===== src/rtl/mc_datapath_regs.sv =====
// Multi-cycle datapath register bank: PC, IR, MDR, operand latches, ALUOut,
// sticky ecall halt flag and retired/cycle counters.
module mc_datapath_regs (
    input  logic        reset,
    input  logic        clk,
    input  logic        PCWrite,
    input  logic        PCWriteNotCond,
    input  logic        PCSource,
    input  logic        IRWrite,
    input  logic        IorD,
    input  logic        mem_read,
    input  logic        mem_write,
    input  logic        is_ecall,
    input  logic [31:0] alu_result,
    input  logic        alu_bcond,
    input  logic [31:0] target_addr,
    input  logic [31:0] mem_dout,
    input  logic [31:0] rs1_dout,
    input  logic [31:0] rs2_dout,
    input  logic [31:0] x17_value,
    output logic [31:0] current_pc,
    output logic [31:0] inst_pc,
    output logic [31:0] inst,
    output logic [31:0] mdr,
    output logic [31:0] a_reg,
    output logic [31:0] b_reg,
    output logic [31:0] alu_out,
    output logic [31:0] mem_addr,
    output logic        is_halted,
    output logic [31:0] retired_count,
    output logic [31:0] cycle_count
);

    logic [31:0] pc_q, pc_d;
    logic [31:0] inst_pc_q, inst_pc_d;
    logic [31:0] inst_q, inst_d;
    logic [31:0] mdr_q, mdr_d;
    logic [31:0] a_q, a_d;
    logic [31:0] b_q, b_d;
    logic [31:0] alu_out_q, alu_out_d;
    logic        halted_q, halted_d;
    logic [31:0] retired_q, retired_d;
    logic [31:0] cycle_q, cycle_d;

    logic        pc_en;
    logic [31:0] next_pc;
    logic        run;
    logic        halt_req;
    logic        unused_mem_write;

    assign unused_mem_write = mem_write;

    assign pc_en    = PCWrite | (~PCWriteNotCond & alu_bcond);
    assign next_pc  = PCSource ? target_addr : alu_result;
    assign run      = ~halted_q;
    assign halt_req = is_ecall & ~IRWrite & (x17_value == 32'd10);

    always_comb begin
        pc_d      = pc_q;
        inst_pc_d = inst_pc_q;
        inst_d    = inst_q;
        mdr_d     = mdr_q;
        a_d       = a_q;
        b_d       = b_q;
        alu_out_d = alu_out_q;
        halted_d  = halted_q | halt_req;
        retired_d = retired_q;
        cycle_d   = cycle_q;
        if (run) begin
            if (pc_en) pc_d = next_pc;
            // inst_pc takes the pre-update PC even when the PC also moves this edge
            if (IRWrite) begin
                inst_d    = mem_dout;
                inst_pc_d = pc_q;
                retired_d = retired_q + 32'd1;
            end
            if (mem_read && IorD) mdr_d = mem_dout;
            a_d       = rs1_dout;
            b_d       = rs2_dout;
            alu_out_d = alu_result;
            cycle_d   = cycle_q + 32'd1;
        end
    end

    always_ff @(posedge clk) begin
        if (reset) begin
            pc_q      <= 32'd0;
            inst_pc_q <= 32'd0;
            inst_q    <= 32'd0;
            mdr_q     <= 32'd0;
            a_q       <= 32'd0;
            b_q       <= 32'd0;
            alu_out_q <= 32'd0;
            halted_q  <= 1'b0;
            retired_q <= 32'd0;
            cycle_q   <= 32'd0;
        end else begin
            pc_q      <= pc_d;
            inst_pc_q <= inst_pc_d;
            inst_q    <= inst_d;
            mdr_q     <= mdr_d;
            a_q       <= a_d;
            b_q       <= b_d;
            alu_out_q <= alu_out_d;
            halted_q  <= halted_d;
            retired_q <= retired_d;
            cycle_q   <= cycle_d;
        end
    end

    assign current_pc    = pc_q;
    assign inst_pc       = inst_pc_q;
    assign inst          = inst_q;
    assign mdr           = mdr_q;
    assign a_reg         = a_q;
    assign b_reg         = b_q;
    assign alu_out       = alu_out_q;
    assign mem_addr      = IorD ? alu_out_q : pc_q;
    assign is_halted     = halted_q;
    assign retired_count = retired_q;
    assign cycle_count   = cycle_q;

endmodule


===== config.mk =====
export PLATFORM = sky130hd
export DESIGN_NAME = mc_datapath_regs
export DESIGN_NICKNAME = d
export VERILOG_FILES = /design/src/rtl/mc_datapath_regs.sv
export SDC_FILE = /design/constraint.sdc
export NUM_CORES = 1
export LEC_CHECK = 0
export ABC_AREA = 1
export CORE_AREA = 5 5 198 200
export CTS_CLUSTER_SIZE = 20
export DETAILED_ROUTE_END_ITERATION = 12
export DIE_AREA = 0 0 203 205
export HOLD_SLACK_MARGIN = 0.08
export PLACE_DENSITY = 0.66
export SYNTH_ARGS = -nofsm -noshare
export SYNTH_HDL_FRONTEND = slang
export SYNTH_SLANG_ARGS = --single-unit

===== constraint.sdc =====
create_clock -name clk -period 1.35 [get_ports clk]
set_input_delay 0.27 -clock clk [delete_from_list [all_inputs] [get_ports clk]]
set_output_delay 0.27 -clock clk [all_outputs]
set_load 0.02 [all_outputs]

Yosys cells after proc, flatten, opt, wreduce, memory -nomap -nowiden. Cells that the tools add are included.

Bits in registers: 289. Input bits: 203.

Reduce and logical (&&, ||, !) cells: 4. Bitwise operators: 8. Mux-type cells: 2. Equal/unequal tests: 1. Add/subtract/negate cells: 2.

Operator list (number): $add A32 B1 Y32 const B (2); $mux W32 (2); $eq A32 B4 Y1 const B (1); $reduce_and A2 Y1 (3); $and A1 B1 Y1 (3); $not A1 Y1 (3); $or A1 B1 Y1 (2); $logic_and A1 B1 Y1 (1).

Longest topological paths before layout. Gate-level depths: netlist of run 1.

Depth in word-level cells: 4. Depth in mapped cells: 10. Gate-level depth less buffers: 10.

Least setup slack after synthesis of run 1. No wires, ideal clock.

Path type: register to register. Start: reg cycle_q[1], in the netlist cycle_count[1]. End: reg cycle_q[22], in the netlist cycle_count[22]. Clock period less this slack: 1.587 ns. Data arrival time: 1.459 ns. Cell stages (with the launch flop): 8. Path buffers: 0. Setup time: 0.128 ns. Setup slack: -0.237 ns. Cell sequence: dfxtp_1 -> ha_1 -> nand4_1 -> nor2_1 -> nand2_1 -> nor2_2 -> xor2_1 -> nor2_1.

Cells in the longest elaborated chain, start to end: 1.

Ends and longest elaborated chain: start: declaration (RTL line 43) `logic [31:0] cycle_q, cycle_d;`; start signal: assignment (RTL line 107) `cycle_q <= cycle_d;`; $add A32 B1 Y32 (RTL line 81) `cycle_d = cycle_q + 32'd1;`.

No other way between the ends. A chain may end at the register's enable or synchronous reset.

Final worst setup path of run 1.
Start: reg retired_q[0], in the netlist retired_count[0]. End: reg retired_q[22], in the netlist retired_count[22].

Cells in the longest elaborated chain, start to end: 1.

Ends and longest elaborated chain: start: declaration (RTL line 42) `logic [31:0] retired_q, retired_d;`; start signal: assignment (RTL line 106) `retired_q <= retired_d;`; $add A32 B1 Y32 (RTL line 75) `retired_d = retired_q + 32'd1;`.

No other way between the ends.

==> summary.txt, run 1 <==
Timing
  • Slew headroom: 63.0%
  • Max Fclk: ~670 MHz
  • Max Clock Skew: about 0.013 ns
  • PnR worst setup slack: -0.140 ns
  • Worst-margin pin slew: ~0.55 ns
  • Hold Vio Cnt, Final: 0
  • Tmin final: roughly 1.5 ns
  • Final Max Slew Viols: 0
  • RSZ-0062 raised after global routing: yes
  • Setup violations, final: 145
  • Crit share post-route: 110%

Critical path
  • Crit-path cells: ha_4 -> nand3_4 -> nor2_4 -> buf_6 -> nand3_4 -> nor2_4 -> nand3_2 -> nand2_1 -> nor2_1
  • Max FO, Critical Path: 4
  • Crit-path max cell delay: ~0.38 ns
  • Critical path launch point type: flip-flop
  • WS Path Type: reg2reg
  • Reg2Reg Depth: 9
  • R2R Setup Slk: -0.14 ns
  • Slowest CP cell: dfxtp_4
  • Worst reg2reg path startpoint: retired_count[0]
  • CP arrival: roughly 1.9 ns
  • Worst EP required: 1.74 ns
  • Delay-heaviest family, CP: simple AND/OR/NAND/NOR gates
  • Critical path buffers and inverters: 1
  • CP endpoint kind: flip-flop
  • R2r endpoint: retired_count[22]

Logic synthesis
  • Seq cells post-synth: roughly 290
  • Area share of fa/ha/maj cells after synthesis: less than 1%
  • Synth Area in Simple Gates: roughly 22%
  • Complex-gate fraction of the synthesized area: between 10% and 20%
  • Cell area after synthesis: approximately 0.012 mm2
  • Top cell type's share of synthesized area: between 40% and 50%
  • Main combinational cell family by area after synthesis: simple AND/OR/NAND/NOR gates
  • Ys Warns: 0
  • Register area share after synthesis: 49.6%
  • Syn_area_per_cell: about 7.2 um2
  • Post-synth cell types: 33
  • Area contributors post-synth: dfxtp_1 (50%), o21ai_0 (13%), nor2_1 (12%), nand2_1 (5.6%), a21oi_1 (5.6%)
  • Post-synthesis mux area share: 0%
  • Mapped Nets: 1817
  • XOR/XNOR Fraction of Synth Area: less than 1%
  • Synth area leader: dfxtp_1
  • Post-synthesis instance total: between 1500 and 2000

Pwr
  • Lkg Pwr: a little under 10 nW
  • Comb power frac: about a fifth
  • Sw Pwr: around 6.2 mW
  • Pwr/cell area: roughly 1100 mW/mm2
  • Internal Power: 16.8 mW
  • Clock Power Share: ~40%
  • Flop pwr share: 40.4%
  • Peak supply drop: between 0.6 and 0.7 mV
  • Sw Share: 26.9%

Die
  • Placeable Area: 0.0372 mm2
  • Initial core utilization: 31.4%
  • I/O pin count: between 500 and 600
  • Chip Width: roughly 200 um
  • Cell row count: slightly above 70
  • Die area: between 0.04 and 0.05 mm2
  • Die Ht: 205 um

Detailed routing
  • TritonRoute pass-1 iters: 7
  • Drt wl/cell: 18.2 um
  • Routed via count: 13883
  • # DRC: 0
  • Antenna viol nets, final: 0
  • Drt via density: slightly below 5
  • DR iter-0 viols: about 790
  • Final wirelength: about 52000 um

CTS
  • Total CTS buffers: 35
  • H-tree lvl count: 2
  • Clock Latency Late Sink: around 0.5 ns
  • Hold_buf cts: 0
  • Clk sinks: between 200 and 300
  • CTS tree: yes
  • Reg clk slew, reported paths: ~0.060 ns
  • Clk buf depth: 3
  • Root Driver: clkbuf_16

Final layout
  • Register Area: 0.00597 mm2
  • FILL cells: 3298
  • Diodes inserted: 0
  • Footprint of the multi-input gates: 0.00575 mm2
  • Final net count: roughly 2600
  • Layout cells sized above 1: about two fifths
  • Finished Cell Area: ~0.021 mm2
  • Area Overhead vs Synth: 82.3%
  • Final core occ: around 57%

Hold path
  • Worst hold path endpoint: alu_out[4]
  • HP Start: alu_result[4]
  • Hold/Removal Path Class: in2reg
  • Hold depth: 3

Global routing
  • Largest net degree at the start of global routing: 50
  • Vias in the first global route: approximately 14000
  • Total track usage: between 20% and 30%
  • First-pass GRT wire length: between 70000 and 80000 um
  • Initial antenna violation count: 0
  • Total gr overflow: 0

Place
  • DP Area: roughly 0.019 mm2
  • Gp weighted congestion: a little under 1
  • HPWL after DPL: around 37000 um
  • Buffers added on ports: between 500 and 600

Status
  • Outcome: finished, violations left
  • Failing checks: negative setup slack

Flow run
  • Max Cap Viol: 0
synth_stat cells (all sizes together):
library cell and instances:
nand3 42, inv 134, buf 29, xor2 10, xnor2 1, nand2 179
ha 2, nand4 14, dfxtp 289, a21oi 131, a31oi 1, or2 1
a2bb2oi 1, clkbuf 64, nor3 17, o21ai 312, nand3b 2, nor3b 1
nor2 380, o21a 2
worst register-to-register path, stage by stage (launching register included):
cell and delay, ns:
dfxtp_4 0.38, ha_4 0.16, nand3_4 0.08, nor2_4 0.20, buf_6 0.13, nand3_4 0.10, nor2_4 0.15, nand3_2 0.08
nand2_1 0.06, nor2_1 0.04
per-stage QoR:
| step | setup slack [ns] | setup TNS, ns | std cells | power (mW) | hold slack (ns) |
|---|---|---|---|---|---|
| 2_1_floorplan | -0.0562 | -0.656 | 1612 | 10.9 | 0.417 |
| 3_3_place_gp | -0.440 | -74.50 | 2736 | 13.5 | 0.448 |
| 3_5_place_dp | -0.458 | -77.27 | 2736 | 13.5 | 0.455 |
| 4_1_cts | -0.152 | -6.27 | 2817 | 22.8 | 0.284 |
| 5_1_grt | -0.225 | -20.50 | 2857 | 23.9 | 0.313 |
| 6_report | -0.140 | -8.76 | 2857 | 23.0 | 0.317 |
what timing repair did:
action                                  4_1_cts  5_1_grt
endpoints found under the setup margin      390      311
gates resized for setup                    1805      284
cloned                                        1       11
buffers inserted                             23       37
pin swaps                                    40       68
cells by family (layout without fill, tap and decap cells):
family	after synthesis	count (layout)
DFF	289	289
AOI/OAI and AO/OA	447	447
xor gates and xnor gates	11	11
adders and majority gates	2	2
buffers and inverters	227	998
and+or+nand+nor	636	636
area by class of cell:
class                      count  area share [%]
clock buffer                  53            4.82
clock inverter                 6           0.382
inverter                     134            2.49
multi-input combinational   1096            27.0
sequential                   289            28.1
tap                          474            2.79
timing repair buffer         805            34.4
how the worst max path moves through the flow:
stage,start,endpoint,slack (ns),depth (start not counted)
after floorplan,cycle_count[0],cycle_count[22],-0.06,7
after global placement,IRWrite,retired_count[22],-0.44,8
after detailed placement,IRWrite,retired_count[22],-0.46,8
after CTS,current_pc[3],mem_addr[3],-0.15,3
after global routing,retired_count[0],retired_count[24],-0.22,8
final,retired_count[0],retired_count[22],-0.14,9
per-layer routing:
metal / vias up / wire [um] / GRT usage (%) / part of all wire, %
li1: 6739 / - / - / -
met2: 529 / 25700 / 39.3 / 49
met3: 97 / 4190 / 6.43 / 8.1
met4: 0 / 1560 / 6.69 / 3.0
met1: 6518 / 20600 / 27.5 / 40
met5: - / 0 / 0 / 0
power groups by stage:
stage,logic (mW),clock network [mW],registers [mW]
after detailed placement,4.11,0,9.43
after floorplan,0.959,0,9.97
after global routing,4.80,9.75,9.35
after global placement,4.09,0,9.42
after CTS,4.10,9.38,9.31
final,4.50,9.20,9.30
placed cells by master (no fill, tap or decap), drive strengths merged, types with 3 or more instances in the layout:
master         instances
a21oi                131
buf                  597
clkbuf                62
clkdlybuf4s50        199
clkinv                 3
dfxtp                289
inv                  135
nand2                179
nand3                 42
nand4                 14
nor2                 380
nor3                  17
o21ai                312
xor2                  10
Note: power is estimated with default switching activity, not from simulation.
==> inputs of run 2 (changes only) <==
--- a/config.mk
+++ b/config.mk
@@ -6,12 +6,12 @@
 export NUM_CORES = 1
 export LEC_CHECK = 0
 export ABC_AREA = 1
-export CORE_AREA = 5 5 198 200
-export CTS_CLUSTER_SIZE = 20
+export CORE_AREA = 5 5 199 201
+export CTS_CLUSTER_SIZE = 40
 export DETAILED_ROUTE_END_ITERATION = 12
-export DIE_AREA = 0 0 203 205
+export DIE_AREA = 0 0 204 206
+export DONT_BUFFER_PORTS = 1
 export HOLD_SLACK_MARGIN = 0.08
-export PLACE_DENSITY = 0.66
 export SYNTH_ARGS = -nofsm -noshare
 export SYNTH_HDL_FRONTEND = slang
 export SYNTH_SLANG_ARGS = --single-unit
==> constraint.sdc (replaced) <==
create_clock -name clk -period 1.41 [get_ports clk]
set_input_delay 0.282 -clock clk [delete_from_list [all_inputs] [get_ports clk]]
set_output_delay 0.282 -clock clk [all_outputs]
set_load 0.02 [all_outputs]
==> summary.txt, run 2 (synthesis results as in run 1) <==
Detailed routing
  • DR iter-0 viols: 1000
  • Drt via density: around 5.2
  • Met3 wire len: slightly above 6000 um
  • WL met2: roughly 27000 um
  • # DRC: 0
  • Max layer used: met4
  • Antenna viol nets, final: 0
  • Drt wl/cell: just over 20 um
  • Routed via count: about 14000
  • Final wirelength: about 55000 um
  • Metal1 wirelength: approximately 19000 um
  • TritonRoute pass-1 iters: 7

Critical path
  • WS Path Type: reg2out
  • Crit path top cell by count: buf_6
  • Crit-path max cell delay: roughly 0.34 ns
  • R2r endpoint: current_pc[15]
  • R2R Setup Slk: -0.11 ns
  • Max FO, Critical Path: 2
  • CP arrival: 1.31 ns
  • Slowest CP cell: dfxtp_2
  • Reg2Reg Depth: 7
  • Crit-path cells: inv_2 -> o21ai_2 -> buf_6 -> buf_6
  • Critical path launch point type: flip-flop
  • Worst reg2reg path startpoint: is_halted
  • Worst EP required: between 1 and 1.5 ns
  • CP endpoint kind: output port

Place
  • HPWL after DPL: roughly 32000 um
  • DP Area: 0.0139 mm2
  • Buffers added on ports: 0
  • Gp weighted congestion: between 0.9 and 1

Hold path
  • Hold/Removal Path Class: in2reg
  • Worst hold path endpoint: is_halted
  • Hold depth: 4
  • HP Start: x17_value[1]

Flow run
  • Max Cap Viol: 0

CTS
  • Clk buf depth: 3
  • Clock Latency Late Sink: ~0.53 ns
  • Clk sinks: 289
  • Reg clk slew, reported paths: about 0.070 ns
  • CTS tree: yes
  • H-tree lvl count: 2
  • Root Driver: clkbuf_16
  • Total CTS buffers: 34

Global routing
  • Initial antenna violation count: 1
  • Total gr overflow: 0
  • Vias in the first global route: 13177
  • First-pass GRT wire length: 73600 um
  • Total track usage: 21.9%
  • Largest net degree at the start of global routing: 82

Die
  • Placeable Area: ~0.037 mm2
  • Die area: 0.0420 mm2
  • Chip Width: between 200 and 250 um
  • Initial core utilization: a little under a third
  • Die Ht: about 210 um
  • I/O pin count: 524
  • Cell row count: between 70 and 80

Timing
  • Tmin final: between 1.5 and 2 ns
  • Slew headroom: between 60% and 70%
  • Worst hold margin: between 0.08 and 0.09 ns
  • Setup violations, final: 103
  • Max Clock Skew: between 0.015 and 0.02 ns
  • Hold Vio Cnt, Final: 0
  • Worst-margin pin slew: 0.537 ns
  • RSZ-0062 raised after global routing: yes
  • PnR worst setup slack: -0.186 ns
  • Final Max Slew Viols: 0
  • Max Fclk: ~630 MHz
  • Crit share post-route: 113%

Pwr
  • Pwr/cell area: 1140 mW/mm2
  • Pwr Total: around 23 mW
  • Peak supply drop: 0.943 mV
  • Lkg Pwr: 8.54 nW

Status
  • Failing checks: negative setup slack
  • Outcome: finished, violations left

Final layout
  • Final net count: between 2000 and 2500
  • Area Overhead vs Synth: 71.0%
  • Final core occ: ~53%
  • Most frequent cells in the layout: nor2_1 (315), dfxtp_1 (208), buf_4 (205), o21ai_0 (197), dlygate4sd3_1 (187)
  • FILL cells: around 3100
  • Commonest non-fill, non-tap cell in the layout: nor2_1
  • Layout cells sized above 1: 35.2%
  • Finished Cell Area: 0.0200 mm2
run 2: changes by cell type in the layout (fill, tap and decap cells not counted), moves of 38 or more:
| cell | change |
|---|---|
| dlygate4sd3_1 | +187 |
| buf_6 | -62 |
| clkdlybuf4s50_1 | -199 |
| buf_2 | -159 |
| dfxtp_1 | +41 |
| nor2_1 | -38 |
run 2: layer usage:
metal  GRT usage, %  up-vias
met2           37.9      844
met1           24.1     6447
li1               -     6235
met4           10.1        0
met3           7.80      241
met5              0        -
run 2: worst max-delay path by stage:
| stage | startpoint | end | slack, ns | cells past startpoint |
|---|---|---|---|---|
| 3_3_place_gp | cycle_count[0] | cycle_count[30] | -0.09 | 8 |
| 4_1_cts | current_pc[29] | mem_addr[29] | -0.22 | 4 |
| 3_5_place_dp | cycle_count[1] | cycle_count[22] | -0.08 | 7 |
| 6_report | current_pc[29] | mem_addr[29] | -0.19 | 4 |
| 2_1_floorplan | IorD | mem_addr[23] | -0.008 | 3 |
| 5_1_grt | current_pc[29] | mem_addr[29] | -0.22 | 4 |
run 2: worst max-delay path, delay by kind of cell (launching register included):
family	cells	cell delay, ns
DFF	1	0.34
buffers and inverters	3	0.29
AOI/OAI and AO/OA	1	0.15
run 2: layout make-up:
class	instances	area, um2	share of cell area, %
multi-input cells	1097	5960	29.9
flip-flops and latches	289	5910	29.6
repair buffers	549	5630	28.2
clock buffers	50	1090	5.44
well taps	511	639	3.20
inverters	134	517	2.59
clock inverters	11	216	1.08
diodes	1	2.50	0.0125
run 2: what timing repair did:
action                                 in CTS  in global routing
hold buffers                              194                  0
buffers inserted                           69                 42
gates resized for setup                   244                345
setup endpoints to repair                  88                205
pin swaps                                  44                 86
gates cloned                                5                 17
endpoints found under the hold margin     216                  0
run 2: stage by stage:
| stage | std cells | worst slack (ns) | setup TNS, ns |
|---|---|---|---|
| 2_1_floorplan | 1612 | -0.00772 | -0.103 |
| 3_3_place_gp | 2267 | -0.0892 | -0.268 |
| 6_report | 2642 | -0.186 | -4.44 |
| 5_1_grt | 2642 | -0.218 | -13.66 |
| 3_5_place_dp | 2267 | -0.0785 | -0.576 |
| 4_1_cts | 2590 | -0.217 | -3.63 |
run 2: report_power, final:
group | switching (mW) | internal [mW]
Sequential | 0.784 | 8.62
Clock | 3.69 | 6.46
Combinational | 1.66 | 1.55
==> inputs of run 3 (changes only) <==
--- a/config.mk
+++ b/config.mk
@@ -6,12 +6,15 @@
 export NUM_CORES = 1
 export LEC_CHECK = 0
 export ABC_AREA = 1
+export CELL_PAD_IN_SITES_DETAIL_PLACEMENT = 1
+export CELL_PAD_IN_SITES_GLOBAL_PLACEMENT = 1
 export CORE_AREA = 5 5 199 201
 export CTS_CLUSTER_SIZE = 40
 export DETAILED_ROUTE_END_ITERATION = 12
 export DIE_AREA = 0 0 204 206
 export DONT_BUFFER_PORTS = 1
 export HOLD_SLACK_MARGIN = 0.08
+export PLACE_DENSITY_LB_ADDON = 0.1
 export SYNTH_ARGS = -nofsm -noshare
 export SYNTH_HDL_FRONTEND = slang
 export SYNTH_SLANG_ARGS = --single-unit
==> summary.txt, run 3 (synthesis results as in run 1) <==
Status
  • Outcome: finished, violations left
  • Failing checks: negative setup slack

Detailed routing
  • Drt via density: around 5
  • DR iter-0 viols: around 510
  • Routed via count: 13201
  • Antenna viol nets, final: 0
  • TritonRoute pass-1 iters: 4
  • Drt wl/cell: between 20 and 25 um
  • Final wirelength: ~57000 um
  • # DRC: 0

Critical path
  • Critical path launch point type: input pin
  • CP startpoint: reset
  • WS Path Type: in2reg
  • Setup crit end: current_pc[6]
  • R2R Setup Slk: -0.07 ns
  • Max FO, Critical Path: 40
  • CP endpoint kind: flip-flop
  • CP arrival: about 2 ns
  • Worst EP required: roughly 1.9 ns
  • Worst reg2reg path startpoint: cycle_count[1]
  • R2r endpoint: cycle_count[20]
  • Reg2Reg Depth: 7

Flow run
  • Max Cap Viol: 0

Timing
  • Tmin final: roughly 1.5 ns
  • Max Clock Skew: roughly 0.026 ns
  • Worst hold margin: about 0.11 ns
  • Final Max Slew Viols: 0
  • PnR worst setup slack: -0.126 ns
  • Max Fclk: 651 MHz
  • Slew headroom: between 60% and 70%
  • Setup violations, final: slightly below 80
  • Setup tns final: -4.00 ns
  • Crit share post-route: 109%
  • Hold Vio Cnt, Final: 0
  • RSZ-0062 raised after global routing: yes
  • Worst-margin pin slew: 0.459 ns

Pwr
  • Lkg Pwr: 8.56 nW
  • Flop pwr share: between 40% and 50%
  • Peak supply drop: ~0.97 mV
  • Clock Power Share: 43.3%
  • Pwr Total: around 22 mW
  • Pwr/cell area: approximately 1100 mW/mm2
  • Sw Share: 27.6%
  • Sw Pwr: between 6 and 7 mW
  • Internal Power: around 16 mW
  • Comb power frac: around 14%

Place
  • DP Area: between 0.01 and 0.015 mm2
  • Place WS: -0.117 ns
  • Gp weighted congestion: 0.828
  • Placed insts: ~2300
  • Buffers added on ports: 0
  • HPWL after DPL: between 30000 and 40000 um

Final layout
  • Finished Cell Area: 0.0195 mm2
  • Area Overhead vs Synth: 67.4%
  • Most frequent cells in the layout: nor2_1 (341), o21ai_0 (228), buf_4 (212), dfxtp_1 (208), dlygate4sd3_1 (159)
  • Register Area: 0.00592 mm2
  • Final core occ: approximately 52%
  • Footprint of the multi-input gates: about 0.0056 mm2
  • Commonest non-fill, non-tap cell in the layout: nor2_1
  • Final net count: around 2300
  • Layout cells sized above 1: 32.9%
  • FILL cells: ~4400
  • Non-filler cells, final: approximately 2700

Global routing
  • Vias in the first global route: about 14000
  • Total track usage: around a quarter
  • Total gr overflow: 0
  • First-pass GRT wire length: between 80000 and 90000 um
  • Initial antenna violation count: 7
  • Largest net degree at the start of global routing: between 60 and 70

Die
  • Die Ht: ~200 um
  • Initial core utilization: between 30% and 40%
  • Placeable Area: about 0.037 mm2
  • Cell row count: between 70 and 80
  • Die area: 0.0420 mm2
  • I/O pin count: roughly 520
  • Chip Width: 204 um

CTS
  • Clk buf depth: 3
  • Total CTS buffers: 37
  • Reg clk slew, reported paths: ~0.050 ns
  • Clock Latency Late Sink: 0.54 ns
  • Root Driver: clkbuf_16
  • CTS tree: yes
  • Clk sinks: just under 300
  • H-tree lvl count: 2

Hold path
  • Hold/Removal Path Class: in2reg
[run 3: cell count changes in the layout (fill, tap and decap cells not counted), moves of 21 or more]
| cell | before | now |
|---|---|---|
| a21oi_2 | 28 | 7 |
| o21ai_0 | 197 | 228 |
| dlygate4sd3_1 | 187 | 159 |
| a21oi_1 | 101 | 124 |
| nor2_1 | 315 | 341 |
[run 3: metal layers]
| metal | GRT usage [%] | wire length [um] | vias to the layer above |
|---|---|---|---|
| met5 | 0 | 11 | - |
| met4 | 10.0 | 2160 | 2 |
| met3 | 9.05 | 4530 | 122 |
| met2 | 42.5 | 28200 | 422 |
| met1 | 26.6 | 21600 | 6397 |
| li1 | - | - | 6258 |
[run 3: power groups by stage]
| stage | logic (mW) | registers [mW] | clock network (mW) |
|---|---|---|---|
| 5_1_grt | 3.23 | 9.40 | 10.0 |
| 4_1_cts | 2.61 | 9.35 | 9.67 |
| 3_3_place_gp | 1.81 | 9.50 | 0 |
| 6_report | 3.01 | 9.36 | 9.45 |
| 2_1_floorplan | 0.913 | 9.55 | 0 |
| 3_5_place_dp | 1.85 | 9.50 | 0 |
[run 3: worst min-delay path by stage]
stage / start / to / cells past startpoint
2_1_floorplan: alu_result[0] / alu_out[0] / 2
3_3_place_gp: reset / is_halted / 1
3_5_place_dp: reset / is_halted / 1
4_1_cts: PCSource / current_pc[17] / 4
5_1_grt: PCSource / current_pc[17] / 4
6_report: target_addr[30] / current_pc[30] / 4
[run 3: critical path, stage by stage]
cell,delay (ns)
dlygate4sd3_1,0.58
buf_12,0.19
inv_6,0.24
buf_12,0.24
buf_4,0.17
o21ai_0,0.11
a21oi_1,0.15
[run 3: cell type report]
class	count	share of cell area, %
well taps	511	3.27
flip-flops and latches	289	30.3
clock buffers	57	5.80
clock inverters	7	0.346
repair buffers	547	28.9
diodes	8	0.103
multi-input cells	1097	28.6
inverters	134	2.68
[run 3: what timing repair did]
item / CTS / global route
resized for setup: 281 / 215
pin swaps: 45 / 75
hold buffers: 163 / 0
endpoints found under the hold margin: 217 / 0
cloned: 4 / 14
buffers inserted: 71 / 51
setup endpoints to repair: 104 / 228
